### src/rtl/note_scheduler.sv
// Round-robin scheduler sharing one wave-generator voice among N_REQ note requesters.
// Define NOTE_SCHED_PREEMPT_EN to let another requester truncate a playing note.
module note_scheduler #(
  parameter int N_REQ      = 4,
  parameter int HZ_W       = 32,
  parameter int TICK_DIV   = 50000,
  parameter int GAP_CYCLES = 2
) (
  input  logic                     clock,
  input  logic                     reset,
  input  logic [N_REQ-1:0]         req,
  input  logic [N_REQ*HZ_W-1:0]    req_hz,
  input  logic [N_REQ*4-1:0]       req_dur,
  output logic [N_REQ-1:0]         grant,
  output logic                     gen_reset,
  output logic                     gen_play,
  output logic [HZ_W-1:0]          gen_hz,
  output logic [3:0]               gen_dur,
  output logic [$clog2(N_REQ)-1:0] active_id,
  output logic                     busy
);
  // state | meaning
  // IDLE  | waiting for a request; arbitrates and latches the winner
  // LOAD  | one-cycle generator load strobe, counters primed
  // PLAY  | generator enabled for gen_dur ticks of TICK_DIV cycles
  // GAP   | silent spacing before the next arbitration
  localparam int ID_W = $clog2(N_REQ);
  localparam int TW   = $clog2(TICK_DIV);
  localparam int GW   = $clog2(GAP_CYCLES + 1);

  typedef enum logic [1:0] {IDLE, LOAD, PLAY, GAP} state_t;

  state_t           state, state_n;
  logic [ID_W-1:0]  last, last_n, id_n, win;
  logic             found;
  logic [TW-1:0]    tick_cnt, tick_n;
  logic [3:0]       unit_cnt, unit_n, dur_n;
  logic [GW-1:0]    gap_cnt, gap_n;
  logic [HZ_W-1:0]  hz_n;
  logic [N_REQ-1:0] grant_n;
  logic             preempt;
  logic [HZ_W-1:0]  hz_arr  [N_REQ];
  logic [3:0]       dur_arr [N_REQ];

  for (genvar i = 0; i < N_REQ; i++) begin : g_unpack
    assign hz_arr[i]  = req_hz[i*HZ_W +: HZ_W];
    assign dur_arr[i] = req_dur[i*4 +: 4];
  end

`ifdef NOTE_SCHED_PREEMPT_EN
  logic [N_REQ-1:0] active_mask;
  assign active_mask = N_REQ'(1) << active_id;
  assign preempt     = |(req & ~active_mask);
`else
  assign preempt = 1'b0;
`endif

  // Search starts one past the last winner and wraps, giving round-robin fairness.
  always_comb begin : arbiter
    int c;
    logic [ID_W-1:0] cidx;
    found = 1'b0;
    win   = '0;
    c     = 0;
    cidx  = '0;
    for (int off = 1; off <= N_REQ; off++) begin
      c    = (int'(last) + off) % N_REQ;
      cidx = ID_W'(c);
      if (!found && req[cidx]) begin
        found = 1'b1;
        win   = cidx;
      end
    end
  end

  always_comb begin
    state_n = state;
    last_n  = last;
    id_n    = active_id;
    hz_n    = gen_hz;
    dur_n   = gen_dur;
    tick_n  = tick_cnt;
    unit_n  = unit_cnt;
    gap_n   = gap_cnt;
    grant_n = '0;
    case (state)
      IDLE: begin
        if (found) begin
          last_n       = win;
          id_n         = win;
          hz_n         = hz_arr[win];
          dur_n        = dur_arr[win];
          grant_n[win] = 1'b1;
          // A zero-length note skips the generator; the grant cycle adds one to the gap.
          if (dur_arr[win] == 4'd0) begin
            state_n = GAP;
            gap_n   = GW'(GAP_CYCLES);
          end else begin
            state_n = LOAD;
          end
        end
      end
      LOAD: begin
        tick_n  = TW'(TICK_DIV - 1);
        unit_n  = gen_dur;
        state_n = PLAY;
      end
      PLAY: begin
        if (preempt || (tick_cnt == '0 && unit_cnt == 4'd1)) begin
          state_n = GAP;
          gap_n   = GW'(GAP_CYCLES - 1);
        end else if (tick_cnt == '0) begin
          tick_n = TW'(TICK_DIV - 1);
          unit_n = unit_cnt - 4'd1;
        end else begin
          tick_n = tick_cnt - TW'(1);
        end
      end
      GAP: begin
        if (gap_cnt == '0) state_n = IDLE;
        else               gap_n   = gap_cnt - GW'(1);
      end
      default: state_n = IDLE;
    endcase
  end

  always_ff @(posedge clock) begin
    if (reset) begin
      state     <= IDLE;
      last      <= ID_W'(N_REQ - 1);
      active_id <= '0;
      gen_hz    <= '0;
      gen_dur   <= '0;
      tick_cnt  <= '0;
      unit_cnt  <= '0;
      gap_cnt   <= '0;
      grant     <= '0;
      gen_reset <= 1'b0;
      gen_play  <= 1'b0;
      busy      <= 1'b0;
    end else begin
      state     <= state_n;
      last      <= last_n;
      active_id <= id_n;
      gen_hz    <= hz_n;
      gen_dur   <= dur_n;
      tick_cnt  <= tick_n;
      unit_cnt  <= unit_n;
      gap_cnt   <= gap_n;
      grant     <= grant_n;
      gen_reset <= (state_n == LOAD);
      gen_play  <= (state_n == PLAY);
      busy      <= (state_n != IDLE);
    end
  end

endmodule

### config.mk
export PLATFORM = sky130hd
export DESIGN_NAME = note_scheduler
export DESIGN_NICKNAME = d
export VERILOG_FILES = /design/src/rtl/note_scheduler.sv
export SDC_FILE = /design/constraint.sdc
export NUM_CORES = 1
export LEC_CHECK = 0
export CAP_MARGIN = 10
export CORE_UTILIZATION = 45
export CTS_BUF_LIST = sky130_fd_sc_hd__clkbuf_16
export DETAILED_ROUTE_END_ITERATION = 7
export HOLD_SLACK_MARGIN = 0.05
export PLACE_DENSITY = 0.88
export SLEW_MARGIN = 25
export SYNTH_ARGS = -nofsm -noshare
export SYNTH_HDL_FRONTEND = slang
export SYNTH_SLANG_ARGS = --single-unit
### constraint.sdc
create_clock -name clock -period 3.4 [get_ports clock]
set_clock_uncertainty 0.15 [all_clocks]
set_input_delay 0.68 -clock clock [delete_from_list [all_inputs] [get_ports clock]]
set_output_delay 0.68 -clock clock [all_outputs]
set_load 0.01 [all_outputs]
==> results.py <==
metrics = {
    "run_status": {
        "status": "finished with violations",
        "violations": "design-rule violations",
    },
    "worst_setup_path": {
        "arrival_ns": 2.92,
        "path_cells": "clkdlybuf4s50_1 > nor2b_1 > a21oi_1 > o221a_2 > mux2i_1 > a21oi_1 > a31oi_1 > a21oi_1",
        "path_depth": 8,
        "worstPathRequired_ns": 3.44,
        "cp_max_fo": 13,
        "cp_common_cell": "a21oi_1",
        "path_class": "input port to register",
        "start_kind": "input port",
        "path_delay_family": "compound AO/OA/AOI/OAI gates",
        "timing.rr.start": "state[0]",
        "slowest_stage": "clkdlybuf4s50_1",
        "reg2reg_depth": 7,
        "startpoint": "req[3]",
        "cpPeakStageDelay_ns": 0.46,
        "path_buf_inv": 1,
        "end_kind": "register",
    },
    "worst_hold_path": {
        "min_from": "gen_hz[3]",
        "whs_path_depth": 2,
        "hp-class": "register to register",
    },
    "clock_tree": {
        "cts-hold-fix-buffers": 0,
        "worstSkewPairLatency_ns": 0.33,
        "cts.clk_slew.worst_paths_ns": 0.06,
        "ctsHtreeMaxLevel": 3,
        "clkSinkCount": 71,
        "clockBufferDepth": 2,
        "numCtsBuffers": 9,
        "cts-resized-gates": 0,
        "tritoncts": "done",
        "cts_setup_buffers": 0,
        "cts_root_buf": "clkbuf_16",
    },
    "synth": {
        "avgSynthCellArea_um2": 6.838,
        "ys_seq_elements": 71,
        "netlist_area_um2": 4130,
        "ys_warn_count": 0,
        "seq_area_frac_synth": 0.3441,
        "synthArstFlopShare": 0,
        "synth_flop_cell": "dfxtp_1",
        "synth_cells": 604,
        "yosysUniqueCellTypes": 51,
        "synth_edf_count": 0,
        "syn-num-nets": 763,
    },
    "route": {
        "drt_iter0_drc": 248,
        "vias": 4932,
        "drc": 2,
        "drt-total-wl_um": 13960,
        "vias_per_cell": 5.529,
        "drt_pass1_iterations": 8,
        "antenna_left": 0,
        "wl_per_cell_um": 15.65,
    },
    "power": {
        "comb_power_share": 0.553,
        "power.total_uw": 5389,
        "ir_drop_uv": 429.8,
        "power_frac_clock": 0.186,
        "leakage_uw": 0.002601,
        "swShare": 0.4237,
        "power.density_nw_per_um2": 834.9,
        "p_sw_uw": 2283,
        "p_int_uw": 3106,
        "seqPwrFrac": 0.261,
    },
    "layout": {
        "postLayoutCoreUtil": 0.7330,
        "layout.nets": 938,
        "area_growth_pct": 56.29,
        "ff_latch_area_um2": 1421,
        "fill_cells": 629,
        "antennaDiodeCount": 0,
        "drive_gt1_frac": 0.05612,
        "multi_input_area_um2": 2492,
    },
    "timing": {
        "fin_ws_ns": 0.5128,
        "clock.fmax_mhz": 346.4,
        "fin_crit_sh": 0.8492,
        "setup_viol": 0,
        "max-slew-margin-rel": 0.5028,
        "post-route-min-period_ns": 2.887,
        "max_slew.worst_pin.slew_ns": 0.7400,
        "setup_tns_ns": 0,
        "hold_viol_final": 0,
        "rsz0062_at_grt": "false",
        "finalMaxSlewViolations": 0,
    },
    "floorplanning": {
        "die_x_um": 97.81,
        "die-area_um2": 9566,
        "rows": 34,
        "core_um2": 8806,
        "io_pins": 195,
        "die-height_um": 97.81,
        "start_util": 0.4690,
    },
    "placed_design": {
        "io_buffers": 194,
        "place_congestion": 0.8623,
        "place_ws_ns": 0.2195,
        "dp_hpwl_um": 10330,
    },
    "grt": {
        "antenna_found_initial": 0,
        "grt_max_degree": 51,
        "grt_usage": 0.2909,
        "grt_remaining_overflow": 0,
        "grt_pass1_wl_um": 22490,
        "grt_pass1_vias": 4742,
    },
    "job": {
        "cap_violations": 0,
    },
}
cells by family (layout without fill, tap and decap cells):
logic type,after synthesis,in the layout,share of synthesized area
AOI/OAI and AO/OA,91,91,0.1327
xor gates and xnor gates,11,11,0.02333
and+or+nand+nor,357,357,0.3887
muxes,10,10,0.02424
buffers and inverters,55,235,0.05968
DFF,71,71,0.3441
adders and majority gates,9,9,0.02726
cells in the mapped netlist, drive strengths merged, types with 4 or more instances:
| cell | count | area, um2 |
|---|---|---|
| xor2 | 4 | 35.03 |
| nor3 | 6 | 30.03 |
| nor4 | 9 | 56.30 |
| clkbuf | 31 | 136.4 |
| a21oi | 60 | 300.3 |
| nand2 | 188 | 705.7 |
| buf | 12 | 65.06 |
| mux2i | 10 | 100.1 |
| a211oi | 6 | 55.05 |
| nand3 | 106 | 535.5 |
| nor2b | 4 | 25.02 |
| dfxtp | 71 | 1421 |
| ha | 9 | 112.6 |
| inv | 12 | 45.04 |
| xnor2 | 7 | 61.31 |
| o21ai | 9 | 52.55 |
| nor2 | 24 | 90.09 |
worst reg2reg max path, stage by stage (launching register included):
cell	delay, ns
dfxtp_1	0.38
inv_1	0.14
ha_1	0.41
inv_1	0.29
o31a_1	0.39
nand4_2	0.24
or3_2	0.47
a21oi_1	0.14
area by class of cell:
class	count	area share
Sequential cell	71	0.2202
Timing Repair Buffer	207	0.3171
Inverter	12	0.006978
Clock buffer	9	0.03489
Clock inverter	7	0.01376
Tap cell	108	0.02093
Multi-Input combinational cell	478	0.3861
final timing paths:
| check | end | slack, ns |
|---|---|---|
| setup / recovery | busy | 0.51 |
| hold / removal | gen_hz[3] | 0.30 |
| setup reg to reg | tick_cnt[10] | 0.73 |
| hold reg to reg | gen_hz[3] | 0.30 |
through the flow:
| stage | area, um2 | instances | hold slack [ns] |
|---|---|---|---|
| final | 6455 | 892 | 0.3028 |
| after detailed placement | 6141 | 876 | 0.2971 |
| after global placement | 6141 | 876 | 0.2919 |
| after CTS | 6455 | 892 | 0.3045 |
| after global routing | 6455 | 892 | 0.3185 |
| after floorplan | 4130 | 604 | 0.2847 |
flip-flops by register name, indices dropped and copies added (netlist names):
name       cells
last           2
grant          4
gen_dur        4
unit_cnt       4
gen_hz        32
gen_play       1
tick_cnt      16
busy           1
gap_cnt        2
gen_reset      1
active_id      2
state          2
routing by layer:
metal / GRT usage / up-vias / wire length (um) / share of wire
met3: 0.07874 / 27 / 898 / 0.064
met5: 0 / - / 0 / 0
met2: 0.5368 / 188 / 7348 / 0.53
met1: 0.3177 / 2309 / 5388 / 0.39
met4: 0.1072 / 0 / 324 / 0.023
li1: - / 2408 / - / -
placed cells by master, fill, tap and decap left out, drive strengths merged, types with 3 or more instances in the layout:
cell,n
nor2b,4
a211oi,6
mux2i,10
clkdlybuf4s50,193
inv,13
nand4,3
clkinv,3
clkbuf,9
nor4,9
nand2b,3
xor2,4
buf,14
nand2,188
ha,9
dfxtp,71
nand3,106
o31ai,3
a21oi,60
nor2,24
nor3,6
o21ai,9
xnor2,7
power by group through the flow:
stage / combinational [uW] / clock [uW] / sequential [uW]
after global placement: 2860 / 0 / 1400
final: 2980 / 1000 / 1410
after detailed placement: 2950 / 0 / 1410
after floorplan: 1830 / 0 / 1460
after global routing: 3270 / 1040 / 1450
after CTS: 2980 / 998 / 1400
Note: power is estimated with default switching activity, not from simulation.
